**src/rtl/fir_sample_feeder_if.sv**
```systemverilog
// Sample write channel into fir_sample_feeder.
// The source (master) drives valid/data/last and the feeder (slave) returns ready.
// A sample transfers on a rising edge where both valid and ready are high.
interface fir_sample_feeder_if #(
    parameter int IW = 12
) ();
    logic          i_wr_valid;
    logic          o_wr_ready;
    logic [IW-1:0] i_wr_data;
    logic          i_wr_last;

    modport master (
        output i_wr_valid,
        output i_wr_data,
        output i_wr_last,
        input  o_wr_ready
    );

    modport slave (
        input  i_wr_valid,
        input  i_wr_data,
        input  i_wr_last,
        output o_wr_ready
    );
endinterface

```
**src/rtl/fir_sample_feeder.sv**
```systemverilog
// fir_sample_feeder: buffers a block of samples in a FIFO, clocks them into
// an external FIR one per cycle, then flushes the FIR pipeline and forwards
// the first i_output_length results, counting (and discarding) any excess.
// Optional feature macro: FIR_FEEDER_TIMEOUT_EN enables an 8-bit DRAIN
// watchdog that ends a block with o_timeout set when results stop arriving.
module fir_sample_feeder #(
    parameter int IW    = 12,
    parameter int OW    = 31,
    parameter int DEPTH = 16
) (
    input  logic                i_clk,
    input  logic                i_reset,
    input  logic                i_start,
    input  logic [15:0]         i_output_length,
    fir_sample_feeder_if.slave  wr,
    output logic                o_fir_ce,
    output logic [IW-1:0]       o_fir_sample,
    input  logic                i_fir_clean_pip,
    input  logic                i_fir_valid_result,
    input  logic [OW-1:0]       i_fir_result,
    output logic                o_res_valid,
    output logic [OW-1:0]       o_res_data,
    output logic                o_busy,
    output logic                o_done,
    output logic [15:0]         o_dropped,
    output logic                o_timeout
);

    localparam int AW = $clog2(DEPTH);

    typedef enum logic [1:0] {
        ST_IDLE  = 2'd0,
        ST_FEED  = 2'd1,
        ST_DRAIN = 2'd2,
        ST_DONE  = 2'd3
    } state_t;

    state_t         state_r;
    state_t         state_next_s;

    // FIFO storage: bit IW is the end-of-block marker
    logic [IW:0]    mem_r [DEPTH];
    logic [AW:0]    wr_ptr_r;
    logic [AW:0]    rd_ptr_r;
    logic           full_s;
    logic           empty_s;
    logic           push_s;
    logic           pop_s;
    logic [IW:0]    rd_entry_s;

    logic [15:0]    len_r;
    logic [15:0]    count_r;
    logic [15:0]    dropped_r;
    logic           fir_ce_r;
    logic [IW-1:0]  fir_sample_r;
    logic           res_valid_r;
    logic [OW-1:0]  res_data_r;

    logic           start_acc_s;
    logic           active_s;
    logic           below_len_s;
    logic           fwd_s;
    logic           drop_s;
    logic           timeout_hit_s;
    logic           busy_s;
    logic           done_s;

    // Ready depends only on registered occupancy, so a pop in the same cycle
    // never opens room for a write into a full FIFO.
    assign full_s  = (wr_ptr_r[AW] != rd_ptr_r[AW]) &&
                     (wr_ptr_r[AW-1:0] == rd_ptr_r[AW-1:0]);
    assign empty_s = (wr_ptr_r == rd_ptr_r);
    assign push_s  = wr.i_wr_valid && !full_s;
    assign pop_s   = (state_r == ST_FEED) && !empty_s;
    assign rd_entry_s = mem_r[rd_ptr_r[AW-1:0]];

    assign start_acc_s = (state_r == ST_IDLE) && i_start;
    assign active_s    = (state_r == ST_FEED) || (state_r == ST_DRAIN);
    assign below_len_s = (count_r < len_r);
    assign fwd_s       = active_s && i_fir_valid_result && below_len_s;
    assign drop_s      = active_s && i_fir_valid_result && !below_len_s;

`ifdef FIR_FEEDER_TIMEOUT_EN
    logic [7:0] wd_r;
    logic       timeout_r;

    // Give up on the 255th DRAIN cycle if the result count is still short
    assign timeout_hit_s = (state_r == ST_DRAIN) && (wd_r == 8'd254) &&
                           (count_r != len_r);

    // Watchdog counts consecutive DRAIN cycles, restarting outside DRAIN
    always_ff @(posedge i_clk) begin
        if (i_reset) begin
            wd_r <= 8'd0;
        end else if (state_r == ST_DRAIN) begin
            wd_r <= wd_r + 8'd1;
        end else begin
            wd_r <= 8'd0;
        end
    end

    // Sticky timeout flag, cleared only by a new block or reset
    always_ff @(posedge i_clk) begin
        if (i_reset) begin
            timeout_r <= 1'b0;
        end else if (start_acc_s) begin
            timeout_r <= 1'b0;
        end else if (timeout_hit_s) begin
            timeout_r <= 1'b1;
        end
    end

    assign o_timeout = timeout_r;
`else
    assign timeout_hit_s = 1'b0;
    assign o_timeout     = 1'b0;
`endif

    // State register
    always_ff @(posedge i_clk) begin
        if (i_reset) begin
            state_r <= ST_IDLE;
        end else begin
            state_r <= state_next_s;
        end
    end

    // Next-state logic
    always_comb begin
        state_next_s = state_r;
        case (state_r)
            ST_IDLE: begin
                if (i_start) begin
                    state_next_s = ST_FEED;
                end else begin
                    state_next_s = ST_IDLE;
                end
            end
            ST_FEED: begin
                if (pop_s && rd_entry_s[IW]) begin
                    state_next_s = ST_DRAIN;
                end else begin
                    state_next_s = ST_FEED;
                end
            end
            ST_DRAIN: begin
                if (count_r == len_r) begin
                    state_next_s = ST_DONE;
                end else if (timeout_hit_s) begin
                    state_next_s = ST_DONE;
                end else begin
                    state_next_s = ST_DRAIN;
                end
            end
            ST_DONE: begin
                state_next_s = ST_IDLE;
            end
            default: begin
                state_next_s = ST_IDLE;
            end
        endcase
    end

    // State-decoded status outputs
    always_comb begin
        busy_s = 1'b0;
        done_s = 1'b0;
        case (state_r)
            ST_FEED:  busy_s = 1'b1;
            ST_DRAIN: busy_s = 1'b1;
            ST_DONE:  done_s = 1'b1;
            default: begin
                busy_s = 1'b0;
                done_s = 1'b0;
            end
        endcase
    end

    // FIFO pointers; write and pop may happen in the same cycle
    always_ff @(posedge i_clk) begin
        if (i_reset) begin
            wr_ptr_r <= '0;
            rd_ptr_r <= '0;
        end else begin
            if (push_s) begin
                wr_ptr_r <= wr_ptr_r + 1'b1;
            end
            if (pop_s) begin
                rd_ptr_r <= rd_ptr_r + 1'b1;
            end
        end
    end

    // FIFO storage write (data only, no reset needed)
    always_ff @(posedge i_clk) begin
        if (push_s) begin
            mem_r[wr_ptr_r[AW-1:0]] <= {wr.i_wr_last, wr.i_wr_data};
        end
    end

    // FIR drive: popped sample appears one cycle after the pop; zero while draining
    always_ff @(posedge i_clk) begin
        if (i_reset) begin
            fir_ce_r     <= 1'b0;
            fir_sample_r <= '0;
        end else begin
            case (state_r)
                ST_FEED: begin
                    if (pop_s) begin
                        fir_ce_r     <= 1'b1;
                        fir_sample_r <= rd_entry_s[IW-1:0];
                    end else begin
                        fir_ce_r     <= 1'b0;
                    end
                end
                ST_DRAIN: begin
                    fir_ce_r     <= 1'b0;
                    fir_sample_r <= '0;
                end
                default: begin
                    fir_ce_r     <= 1'b0;
                end
            endcase
        end
    end

    // Block bookkeeping and result forwarding
    always_ff @(posedge i_clk) begin
        if (i_reset) begin
            len_r       <= 16'd0;
            count_r     <= 16'd0;
            dropped_r   <= 16'd0;
            res_valid_r <= 1'b0;
            res_data_r  <= '0;
        end else begin
            res_valid_r <= fwd_s;
            if (fwd_s) begin
                res_data_r <= i_fir_result;
            end
            if (start_acc_s) begin
                len_r     <= i_output_length;
                count_r   <= 16'd0;
                dropped_r <= 16'd0;
            end else begin
                if (fwd_s) begin
                    count_r <= count_r + 16'd1;
                end
                if (drop_s && (dropped_r != 16'hFFFF)) begin
                    dropped_r <= dropped_r + 16'd1;
                end
            end
        end
    end

    // The last popped sample still shows in the first DRAIN cycle; after that
    // the enable follows the FIR flush request directly.
    assign o_fir_ce     = fir_ce_r | ((state_r == ST_DRAIN) & i_fir_clean_pip);
    assign o_fir_sample = fir_sample_r;
    assign o_res_valid  = res_valid_r;
    assign o_res_data   = res_data_r;
    assign o_busy       = busy_s;
    assign o_done       = done_s;
    assign o_dropped    = dropped_r;
    assign wr.o_wr_ready = !full_s;

endmodule

```
**src/flat_wrapper.sv**
```systemverilog
// flat-port wrapper written by rule: the top's interface ports become plain ports
module fir_sample_feeder_flat 
#(
    parameter int IW    = 12,
    parameter int OW    = 31,
    parameter int DEPTH = 16
)
  (i_clk, i_reset, i_start, i_output_length, o_fir_ce, o_fir_sample, i_fir_clean_pip, i_fir_valid_result, i_fir_result, o_res_valid, o_res_data, o_busy, o_done, o_dropped, o_timeout, wr_i_wr_valid, wr_i_wr_data, wr_i_wr_last, wr_o_wr_ready);
  fir_sample_feeder_if #(.IW(IW)) wr_i ();
  input  logic i_clk;
  input  logic i_reset;
  input  logic i_start;
  input  logic [15:0] i_output_length;
  output logic o_fir_ce;
  output logic [IW-1:0] o_fir_sample;
  input  logic i_fir_clean_pip;
  input  logic i_fir_valid_result;
  input  logic [OW-1:0] i_fir_result;
  output logic o_res_valid;
  output logic [OW-1:0] o_res_data;
  output logic o_busy;
  output logic o_done;
  output logic [15:0] o_dropped;
  output logic o_timeout;
  input wire logic [$bits(wr_i.i_wr_valid)-1:0] wr_i_wr_valid;
  input wire logic [$bits(wr_i.i_wr_data)-1:0] wr_i_wr_data;
  input wire logic [$bits(wr_i.i_wr_last)-1:0] wr_i_wr_last;
  output wire logic [$bits(wr_i.o_wr_ready)-1:0] wr_o_wr_ready;
  assign wr_i.i_wr_valid = wr_i_wr_valid;
  assign wr_i.i_wr_data = wr_i_wr_data;
  assign wr_i.i_wr_last = wr_i_wr_last;
  assign wr_o_wr_ready = wr_i.o_wr_ready;
  fir_sample_feeder #(.IW(IW), .OW(OW), .DEPTH(DEPTH)) u_core (.i_clk(i_clk), .i_reset(i_reset), .i_start(i_start), .i_output_length(i_output_length), .wr(wr_i), .o_fir_ce(o_fir_ce), .o_fir_sample(o_fir_sample), .i_fir_clean_pip(i_fir_clean_pip), .i_fir_valid_result(i_fir_valid_result), .i_fir_result(i_fir_result), .o_res_valid(o_res_valid), .o_res_data(o_res_data), .o_busy(o_busy), .o_done(o_done), .o_dropped(o_dropped), .o_timeout(o_timeout));
endmodule
```
**config.mk**
```make
export PLATFORM = sky130hd
export DESIGN_NAME = fir_sample_feeder_flat
export DESIGN_NICKNAME = d
export VERILOG_FILES = /design/src/rtl/fir_sample_feeder_if.sv /design/src/rtl/fir_sample_feeder.sv /design/src/flat_wrapper.sv
export SDC_FILE = /design/constraint.sdc
export NUM_CORES = 1
export LEC_CHECK = 0
export CORE_MARGIN = 5
export CORE_UTILIZATION = 45
export DETAILED_ROUTE_END_ITERATION = 16
export PLACE_DENSITY = 0.69
export SLEW_MARGIN = 5
export SYNTH_ARGS = -nofsm -noshare
export SYNTH_HDL_FRONTEND = slang
export SYNTH_SLANG_ARGS = --single-unit
```
**constraint.sdc**
```tcl
create_clock -name i_clk -period 2.9 [get_ports i_clk]
set_input_delay 0.58 -clock i_clk [delete_from_list [all_inputs] [get_ports i_clk]]
set_output_delay 0.58 -clock i_clk [all_outputs]
set_load 0.1 [all_outputs]
```
## After elaboration in Yosys (flattened, before gate mapping)

Memory sizes are Yosys's and may differ from the RTL's. A register that Yosys moved wholly into a read port is not among the register bits.
Index checks and enable logic that the tools add are counted.

- Register bits after elaboration: 105
- RAM bits: 208
- Input bits: 66
- Output and inout port bits: 65
- Word-level logic and storage cells: 60
- Memories: 1

Memories:

| memory | words | bits a word | read ports | clocked after Yosys merged registers in | wr ports | RTL line | text |
|---|---|---|---|---|---|---|---|
| u_core.mem_r | 16 | 13 | 1 | 1 | 1 | fir_sample_feeder.sv:42 | `logic [IW:0] mem_r [DEPTH];` |

- Add/sub/neg operators: 4
- Order comparisons: 1
- Eq/ne operators: 9
- Muxes and demuxes: 13
- Bitwise logic cells: 3
- Reduce and logical (&&, ||, !) cells: 19

Operators by type and width:

| kind | count |
|---|---|
| adder 16 x 1 -> 16 bit (second input constant) | 2 |
| case mux 12 bit (2 select lines) | 1 |
| == test 16 bit | 1 |
| < comparator 16 bit | 1 |
| != test 16 bit (second input constant) | 1 |
| 2-to-1 mux 12 bit | 1 |
| adder 5 x 1 -> 5 bit (second input constant) | 2 |
| logical AND 1 bit | 9 |
| 2-to-1 mux 4 bit | 2 |
| case mux 2 bit (4 select lines) | 1 |
| 2-to-1 mux 1 bit | 7 |
| OR reduction 2 bit | 3 |
| == test 5 bit | 1 |
| == test 2 bit (second input constant) | 2 |
| == test 4 bit | 1 |
| logical NOT 1 bit | 3 |
| == test 2 x 1 -> 1 bit (second input constant) | 1 |
| logical NOT 2 bit | 1 |
| 2-to-1 mux 2 bit | 1 |
| != test 2 x 1 -> 1 bit (second input constant) | 1 |
| AND reduction 2 bit | 1 |
| nonzero test 2 bit | 1 |
| AND 1 bit | 1 |
| logical OR 1 bit | 1 |
| 3 further kinds | 3 |

## Longest topological paths before layout

Gate-level depths: netlist (run 1).

- Depth in word-level cells: 6
- Depth in mapped cells: 10

## Least setup slack after synthesis (run 1)

OpenSTA, ideal clock, no wires.

- Kind: register to register
- From: reg u_core.state_r[0]
- To: reg u_core.count_r[15]
- Setup time: 0.070 ns
- Data arrival time: 2.682 ns
- Data required time: 2.830 ns
- Setup slack: 0.147 ns
- Cell stages (with the launch flop): 9
- Buffers on the path: 0
- Path through: dfxtp_1 inv_1 ha_1 and2_1 and4_4 and3_4 nand3_4 or4_1 a21oi_1

- Longest elaborated chain between the ends: 4

Ends and longest elaborated chain:

| item | RTL line | text |
|---|---|---|
| start, declared | fir_sample_feeder.sv:38 | `state_t state_r;` |
| start signal, assigned | fir_sample_feeder.sv:124 | `state_r <= state_next_s;` |
| == test 2 x 1 -> 1 bit or == test 2 bit (tied branches) | fir_sample_feeder.sv:78 | `assign active_s = (state_r == ST_FEED) \|\| (state_r == ST_DRAIN);` |
| logical OR 1 bit | fir_sample_feeder.sv:78 |  |
| logical AND 1 bit (2 in a row) | fir_sample_feeder.sv:80 | `assign fwd_s = active_s && i_fir_valid_result && below_len_s;` |
| end signal, assigned | fir_sample_feeder.sv:246 | `count_r <= count_r + 16'd1;` |
| end, declared | fir_sample_feeder.sv:52 | `logic [15:0] count_r;` |

Several ways; a longest one is shown, not always the timed one.
A chain may end at the register's enable or synchronous reset.

## Final worst setup path (run 1)

- From: reg u_core.len_r[15]
- To: reg u_core.res_data_r[20] (netlist: u_core.o_res_data[20])

- Longest elaborated chain between the ends: 2

Ends and longest elaborated chain:

| item | RTL line | text |
|---|---|---|
| start, declared | fir_sample_feeder.sv:51 | `logic [15:0] len_r;` |
| start signal, assigned | fir_sample_feeder.sv:241 | `len_r <= i_output_length;` |
| < comparator 16 bit | fir_sample_feeder.sv:79 | `assign below_len_s = (count_r < len_r);` |
| logical AND 1 bit | fir_sample_feeder.sv:80 |  |
| end signal, assigned | fir_sample_feeder.sv:238 | `res_data_r <= i_fir_result;` |
| end, declared | fir_sample_feeder.sv:57 | `logic [OW-1:0] res_data_r;` |

No other way between the ends.

==> results.md, run 1 <==
- Yosys warns: 0
- Fmax: ~0.38 GHz
- Ratio of cells with drive above 1 in the final layout: 0.208
- Num CTS Buffers: 35
- Post-DP HPWL: 18700 um
- Clk slew on worst S/H paths: 0.06 ns
- Min-delay worst type: in -> reg
- Gpl congestion: roughly 0.77
- PwrDens: around 690 nW/um^2
- R2r startpoint: u_core.len_r[15]
- Pin count of the biggest net entering global routing: 62
- Post-route setup slack: 0.265 ns
- Max_slew headroom: 0.525
- Leakage: around 5.5 nW
- Primary FF master, synth: edfxtp_1
- Placement Setup Slack: about 0.19 ns
- RSZ-0062 raised after global routing: no
- TritonCTS clock tree: built
- H-tree Lvls: 2
- Placed Area: approximately 15000 sq um
- Worst Setup End Kind: register
- Vias in the first global route: around 7900
- Nets: around 1200
- Count of final setup violators: 0
- Routed wire length: 29500 um
- Clock buffer depth: 3
- Die Width: 179 um
- Final hold viol count: 0
- Layout Cells excl Fill: between 1500 and 2000
- Count of unique library cells instantiated by Yosys: 48
- Status: finished clean
- Top Ports: about 130
- RR Endpoint: u_core.o_res_data[20]
- CP Launch Point: u_core.len_r[15]
- Clock sinks: 317
- DR iter-0 viols: 544
- Filler cells: 2300
- Setup Buffers After CTS: 0
- Hold slack: roughly 0.4 ns
- Total track usage: 0.181
- Mapped cell area: about 13000 sq um
- Syn_nets: ~1000
- Sum Neg Setup Slack: 0 ns
- Antenna violations before repair: 0
- Flops & latches, synth: 317
- Depth of the most critical reg-to-reg path: 9
- Reg2reg setup slack: 0.26 ns
- Rows: slightly above 60
- Mean area per synthesized cell: about 14 sq um
- Die ar.: between 30000 and 40000 sq um
- Die H: between 150 and 200 um
- Fin. max-slew vios: 0
- Crit-path max FO: 32
- Diodes inserted: 0
- Via count: 8120
- Critical path arrival: roughly 3 ns
- Crit path required time: roughly 3.3 ns
- Fin crit share: 0.909
- Fin area: approximately 16000 sq um
- Clock skew: ~0.017 ns
- IO buf count: around 130
- CORE AREA: approximately 28000 sq um
- Vias per cell: roughly 5.4
- Ys async rst share: 0
- Clock Latency Late Sink: about 0.51 ns
- Drt pass-1 iters: 4
- Max-Cap Viols: 0
- Worst Max-Slew Pin Slew: between 0.7 and 0.8 ns
- CP Launch Type: register
- Post-synthesis sequential area ratio: 0.654
- Tmin final: approximately 2.6 ns
- Cts hold-fix bufs: 0
- Routed wire per std cell: roughly 20 um
- Worst setup path category: reg -> reg
- Worst setup path endpoint: u_core.o_res_data[20]
- First-pass GRT wire length: about 45000 um
- Placed cell count: 1439
- EDFF count, synth: ~210
- Peak supply drop: 0.000500 V
- Syn Inst Count: 933
- ANT nets after route: 0
- Initial Utilization: 0.453
- Clock Tree Root: clkbuf_16
- Residual DRC count: 0
- Number of gates resized after cts: 0
- Area delta synth->final: 23.5%
- Overflow after GRT: 0
-- power breakdown --
group	switching, mW	internal, mW
registers	0.0687	4.91
logic	0.747	0.433
clock network	1.76	3.06
total	2.58	8.41
-- registers in the layout, summed over array words and instances (netlist names), named ones only --
| register | cells |
|---|---|
| u_core.rd_ptr_r | 5 |
| u_core.o_res_data | 31 |
| u_core.state_r | 1 |
| u_core.len_r | 16 |
| u_core.o_dropped | 16 |
| u_core.mem_r | 208 |
| u_core.wr_ptr_r | 5 |
| u_core.count_r | 16 |
| u_core.fir_ce_r | 1 |
| u_core.o_res_valid | 1 |
| u_core.o_fir_sample | 12 |
-- cell usage after synthesis, types with 17 or more instances --
cell type,number,area share
a21oi_1,87,0.034
mux2i_1,18,0.014
nand2_1,135,0.039
nand3_1,17,0.0066
nor2_1,33,0.0096
inv_1,25,0.0073
edfxtp_1,208,0.48
ha_1,28,0.027
nand4_1,17,0.0082
dfxtp_1,109,0.17
mux4_2,53,0.093
clkbuf_1,22,0.0064
-- worst min-delay path by stage --
stage	slack [ns]	cells after the start	end	start
after floorplan	0.44	2	u_core.len_r[10]	u_core.len_r[10]
final	0.39	2	u_core.wr_ptr_r[2]	i_reset
after global routing	0.40	2	u_core.wr_ptr_r[3]	i_reset
after detailed placement	0.45	2	u_core.o_res_data[13]	u_core.o_res_data[13]
after global placement	0.44	2	u_core.o_res_data[25]	u_core.o_res_data[25]
after CTS	0.38	2	u_core.wr_ptr_r[2]	i_reset
-- logic make-up after synthesis --
group,Yosys count,synth area share
xor gates and xnor gates,15,0.0102
other,1,0.000291
buffers and inverters,75,0.0277
muxes,71,0.107
and+or+nand+nor,278,0.106
adders and majority gates,28,0.0272
DFF,317,0.654
AOI/OAI and AO/OA,148,0.0689
-- metrics by stage --
step | power (mW) | util
6_report | 11.0 | 0.560
5_1_grt | 11.4 | 0.560
4_1_cts | 11.1 | 0.559
3_5_place_dp | 6.27 | 0.515
3_3_place_gp | 6.25 | 0.515
2_1_floorplan | 5.89 | -
-- layer usage --
layer  track usage  vias up  wire [um]
li1              -     3836          -
met1         0.245     4005      12700
met2         0.300      240      14100
met3        0.0399       39       2130
met4        0.0419        0        546
met5             0        -          0
-- critical path, cell delays in order (launching register included) --
cell	delay, ns
dfxtp_1	0.36
inv_1	0.06
ha_1	0.32
nand4_1	0.14
nor3_1	0.43
o21ai_0	0.28
nand4_1	0.47
buf_12	0.25
nand2_1	0.08
a21oi_1	0.15
-- cells in the final DEF, fill, tap and decap left out, types with 6 or more instances in the layout --
cell             count
clkdlybuf4s50_1     64
dfxtp_1            106
clkbuf_16           35
nand2_1            135
a211oi_1            11
or3_1               11
clkbuf_1             8
edfxtp_1           208
xor2_1              12
ha_1                28
buf_4              102
a22o_1              13
nand3_1             17
a21oi_1             87
o31ai_1             11
nand4_1             17
bufinv_16            8
nor3_2               6
or4_1               15
inv_1               25
mux4_2              53
nor2_1              33
o21ai_0             12
nor2b_1             13
mux2i_1             18
-- layout make-up --
type | count | area (sq um) | share of cell area
flip-flops and latches | 317 | 8430 | 0.529
repair buffers | 172 | 1510 | 0.0949
clock inverters | 16 | 307 | 0.0192
clock buffers | 47 | 961 | 0.0603
well taps | 384 | 480 | 0.0302
inverters | 25 | 93.8 | 0.00589
multi-input cells | 541 | 4140 | 0.260
Note: power is estimated with default switching activity, not from simulation.
==> run 2: changes to the inputs <==
--- a/config.mk
+++ b/config.mk
@@ -9,6 +9,7 @@
 export CORE_UTILIZATION = 45
 export DETAILED_ROUTE_END_ITERATION = 16
 export PLACE_DENSITY = 0.69
+export REMOVE_ABC_BUFFERS = 1
 export SLEW_MARGIN = 5
 export SYNTH_ARGS = -nofsm -noshare
 export SYNTH_HDL_FRONTEND = slang
==> run 2 against run 1 <==
  * Die area stayed put
  * Sequential cell count stayed put
  * Clock power is 12% lower
  * Sequential power hardly changed
  * Utilization is 0.40 points lower
  * Design area is 0.71% lower
  * Critical endpoint is now wr_o_wr_ready
  * Largest power group unchanged
==> results.md, run 2 (synthesized netlist as in run 1, its figures left out) <==
- Status: finished clean
- Worst setup path category: reg -> out
- PwrDens: between 600 and 700 nW/um^2
- Ratio of cells with drive above 1 in the final layout: 0.209
- Crit path required time: about 2.3 ns
- Max reg flops: 208
- Cts hold-fix bufs: 0
- Fin crit share: 0.885
- Total track usage: 0.177
- Fmax: 0.390 GHz
- Placed Area: between 10000 and 15000 sq um
- CP Launch Type: register
- Count of final setup violators: 0
- Die H: roughly 180 um
- Worst Max-Slew Pin Slew: 0.817 ns
- Fin util: 0.556
- Overflow after GRT: 0
- Vias in the first global route: approximately 8000
- Final hold viol count: 0
- Worst Setup End Kind: output port
- Highest-count cells in the layout ignoring fill and taps: edfxtp_1 (208), nand2_1 (135), buf_4 (112), dfxtp_1 (106), a21oi_1 (87)
- IO buf count: between 100 and 150
- Clock Tree Root: clkbuf_16
- Crit-path max FO: 11
- First-pass GRT wire length: approximately 44000 um
- Leakage: 5.46 nW
- Fin area: about 16000 sq um
- DR iter-0 viols: 550
- TritonCTS clock tree: built
- Diodes inserted: 0
- Commonest non-fill, non-tap cell in the layout: edfxtp_1
- Die Width: around 180 um
- Num CTS Buffers: 35
- Critical path arrival: 1.99 ns
- Clock sinks: 317
- Routed wire per std cell: 19.1 um
- Min-delay worst type: reg -> reg
- Initial Utilization: 0.453
- CORE AREA: ~28000 sq um
- RSZ-0062 raised after global routing: no
- Filler cells: 2354
- Pin count of the biggest net entering global routing: 44
- Peak supply drop: just over 0.0005 V
- Post-DP HPWL: ~19000 um
- Clock skew: between 0.02 and 0.025 ns
- Residual DRC count: 0
- Vias per cell: approximately 5.3
- Clock Latency Late Sink: around 0.52 ns
- Top Ports: about 130
- Die ar.: around 32000 sq um
- Max_slew headroom: 0.455
- Clock buffer depth: 3
- H-tree Lvls: 2
- Clk slew on worst S/H paths: approximately 0.06 ns
- Setup Buffers After CTS: 0
- Area delta synth->final: 22.6%
- Fin. max-slew vios: 0
- Gpl congestion: 0.817
- ANT nets after route: 0
- Via count: slightly above 8000
- Drt pass-1 iters: 5
- Max-Cap Viols: 0
- Rows: 62
- Tmin final: roughly 2.6 ns
- Routed wire length: approximately 29000 um
- Placed cell count: around 1400
- Antenna violations before repair: 0
- Layout Cells excl Fill: 1511
- Nets: roughly 1200
- Number of gates resized after cts: 0
-- run 2: changes by cell type in the layout (fill, tap and decap cells not counted), moves of 3 or more --
cell       previous run  this run
clkbuf_1              8        11
bufinv_16             8         2
clkinv_1              1         5
buf_4               102       112
-- run 2: area by class of cell --
cell class	count	area (sq um)	share of cell area
clock buffers	49	958	0.0606
clock inverters	15	160	0.0101
inverters	25	93.8	0.00593
multi-input cells	541	4140	0.262
flip-flops and latches	317	8430	0.533
well taps	384	480	0.0304
repair buffers	180	1550	0.0978
-- run 2: metal layers --
metal | global-route usage | up-vias | routed length [um]
met5 | 0 | - | 0
met1 | 0.238 | 3962 | 12200
met4 | 0.0467 | 0 | 630
li1 | - | 3854 | -
met3 | 0.0276 | 41 | 1350
met2 | 0.304 | 212 | 14800
-- run 2: metrics by stage --
step	power, mW	hold WS [ns]	setup slack, ns	setup TNS, ns
floorplan	5.84	0.430	-0.793	-20.17
global placement	6.26	0.443	0.265	0
detailed placement	6.28	0.447	0.235	0
CTS	10.6	0.456	0.230	0
global route	10.9	0.473	0.124	0
finish	10.4	0.452	0.334	0
-- run 2: critical path: stages (launching register included) --
cell and delay, ns:
dfxtp_1 0.65, xor2_1 0.18, nor4_4 0.29, nand2_1 0.09, buf_4 0.24
-- run 2: worst paths after layout --
path | from | endpoint | slack [ns] | depth (start not counted)
worst min-delay path | u_core.o_res_data[27] | u_core.o_res_data[27] | 0.45 | 2
worst max-delay path | u_core.wr_ptr_r[2] | wr_o_wr_ready | 0.33 | 4
worst min register to register | u_core.o_res_data[27] | u_core.o_res_data[27] | 0.45 | 2
worst max register to register | u_core.len_r[15] | u_core.o_dropped[14] | 0.35 | 9
-- run 2: where the power goes --
| part | leakage [nW] | internal [mW] | switching, mW |
|---|---|---|---|
| logic | 2.15 | 0.439 | 0.765 |
| registers | 2.76 | 4.91 | 0.0609 |
| clock network | 0.541 | 2.51 | 1.75 |
| total | 5.46 | 7.87 | 2.58 |
==> run 3: changes to the inputs <==
--- a/config.mk
+++ b/config.mk
@@ -5,9 +5,11 @@
 export SDC_FILE = /design/constraint.sdc
 export NUM_CORES = 1
 export LEC_CHECK = 0
+export CORE_ASPECT_RATIO = 0.5
 export CORE_MARGIN = 5
 export CORE_UTILIZATION = 45
 export DETAILED_ROUTE_END_ITERATION = 16
+export HOLD_SLACK_MARGIN = 0.03
 export PLACE_DENSITY = 0.69
 export REMOVE_ABC_BUFFERS = 1
 export SLEW_MARGIN = 5
==> run 3 against run 2 <==
  * Worst hold slack gained 0.00088 ns
  * Via count grew 1.4%
  * Clock-buffer cell count shrank 7
  * Sequential power is essentially flat
  * Clock skew grew 0.0040 ns
  * Largest power group unchanged
  * Highest routed layer unchanged
==> results.md, run 3 (synthesized netlist as in run 1, its figures left out) <==
- Clock sinks: roughly 320
- Tmin final: about 2.7 ns
- Worst setup path category: reg -> reg
- CP Launch Type: register
- Tot Pwr: 9.97 mW
- Peak supply drop: a little over 0.0004 V
- Cts hold-fix bufs: 0
- Initial Utilization: 0.461
- Ratio of cells with drive above 1 in the final layout: 0.198
- Routed wire per std cell: around 20 um
- Nets: around 1200
- Status: finished clean
- Fin util: 0.557
- IO buf count: 129
- Most Used Layer, Global Route: met2
- Pin count of the biggest net entering global routing: 48
- Hold Path Stages: 2
- Vias per cell: about 5.5
- Max reg flops: approximately 210
- Crit path required time: about 3.4 ns
- Multi-input gate area: 4140 sq um
- Register area: between 8000 and 9000 sq um
- Die Width: 249 um
- Clock skew: around 0.025 ns
- Clock Tree Root: clkbuf_16
- Antenna violations before repair: 1
- Worst Max-Slew Pin Slew: roughly 0.75 ns
- Drt pass-1 iters: 5
- Die H: between 100 and 150 um
- Fin. max-slew vios: 0
- ANT nets after route: 0
- Area delta synth->final: 20.8%
- Critical path arrival: approximately 3.2 ns
- Commonest non-fill, non-tap cell in the layout: edfxtp_1
- Routed wire length: 29300 um
- DR iter-0 viols: ~600
- Gpl congestion: between 0.8 and 0.9
- Post-DP HPWL: 19100 um
- R2r startpoint: u_core.len_r[13]
- TritonCTS clock tree: built
- RR Endpoint: u_core.o_res_data[20]
- CORE AREA: between 20000 and 30000 sq um
- Met3 Resource Use GR: 0.0323
- Clk slew on worst S/H paths: about 0.070 ns
- Hold path start: i_reset
- Grt met1 use: 0.235
- Fmax: around 0.37 GHz
- Sum Neg Setup Slack: 0 ns
- RSZ-0062 raised after global routing: no
- Residual DRC count: 0
- Total track usage: 0.177
- H-tree Lvls: 1
- Count of final setup violators: 0
- Highest-count cells in the layout ignoring fill and taps: edfxtp_1 (208), nand2_1 (135), dfxtp_1 (106), buf_4 (102), a21oi_1 (87)
- Final hold viol count: 0
- Min-delay worst type: in -> reg
- Worst Setup End Kind: register
- Via count: 8184
- Die ar.: between 30000 and 40000 sq um
- Clock buffer depth: 3
- PwrDens: 640 nW/um^2
- Max_slew headroom: 0.502
- First-pass GRT wire length: around 46000 um
- Reg2reg setup slack: about 0.23 ns
- CP Launch Point: u_core.len_r[13]
- Crit-path max FO: 19
- Vias in the first global route: between 8000 and 9000
- Num CTS Buffers: 28
- Rows: 43
- Fin crit share: 0.922
- Leakage: between 5 and 6 nW
- Clock Latency Late Sink: between 0.5 and 0.6 ns
- GR Util met2: 0.308
- Filler cells: between 2000 and 2500
- Top Ports: 131
- Hold EP: u_core.wr_ptr_r[1]
- Depth of the most critical reg-to-reg path: 9
- Overflow after GRT: 0
- Max-Cap Viols: 0
## run 3: cell types whose count changed in the layout (fill, tap and decap cells not counted), sizes merged
| cell | delta |
|---|---|
| clkinv | -5 |
| diode | +1 |
| buf | -10 |
| bufinv | +1 |
| inv | -1 |
| clkbuf | -7 |
## run 3: where the power goes
group / total (mW) / switching [mW] / internal [mW]
Clock: 3.82 / 1.63 / 2.19
Combinational: 1.17 / 0.743 / 0.429
Sequential: 4.97 / 0.0637 / 4.91
## run 3: what timing repair did
item                       4_1_cts  5_1_grt
setup endpoints to repair        0       12
hold endpoints to repair         0        0
resized for setup                0        1
buffers inserted                 0        0
## run 3: how the worst max path moves through the flow
stage,to,slack [ns],cells past startpoint
floorplan,u_core.o_fir_sample[6],-0.79,3
global placement,u_core.o_dropped[12],0.32,8
detailed placement,u_core.o_dropped[12],0.17,8
CTS,u_core.o_dropped[12],0.16,8
global route,u_core.o_res_data[0],0.01,9
finish,u_core.o_res_data[20],0.23,9
## run 3: area by class of cell
type,count,share of cell area
sequential,317,0.541
multi-input combinational,541,0.266
timing repair buffer,170,0.0945
clock buffer,42,0.0516
tap,382,0.0307
clock inverter,10,0.00964
inverter,25,0.00602
antenna,1,0.000161
## run 3: stage by stage
| stage | instance area, sq um | instances | hold slack [ns] | worst slack (ns) |
|---|---|---|---|---|
| floorplan | 12600 | 883 | 0.430 | -0.793 |
| global placement | 14600 | 1435 | 0.443 | 0.321 |
| detailed placement | 14600 | 1435 | 0.447 | 0.170 |
| CTS | 15600 | 1487 | 0.431 | 0.162 |
| global route | 15600 | 1488 | 0.462 | 0.0145 |
| finish | 15600 | 1488 | 0.453 | 0.227 |
## run 3: critical path, cell delays in order (launching register included)
cell	delay, ns
dfxtp_1	0.33
inv_1	0.05
ha_1	0.31
nand4_1	0.14
nor3_1	0.46
o21ai_0	0.29
nand4_1	0.45
buf_4	0.32
nand2_1	0.09
a21oi_1	0.16
## run 3: routing by layer
metal,vias to the layer above,share of wire
met5,-,0
met3,52,0.056
li1,3804,-
met2,223,0.50
met1,4105,0.42
met4,0,0.024
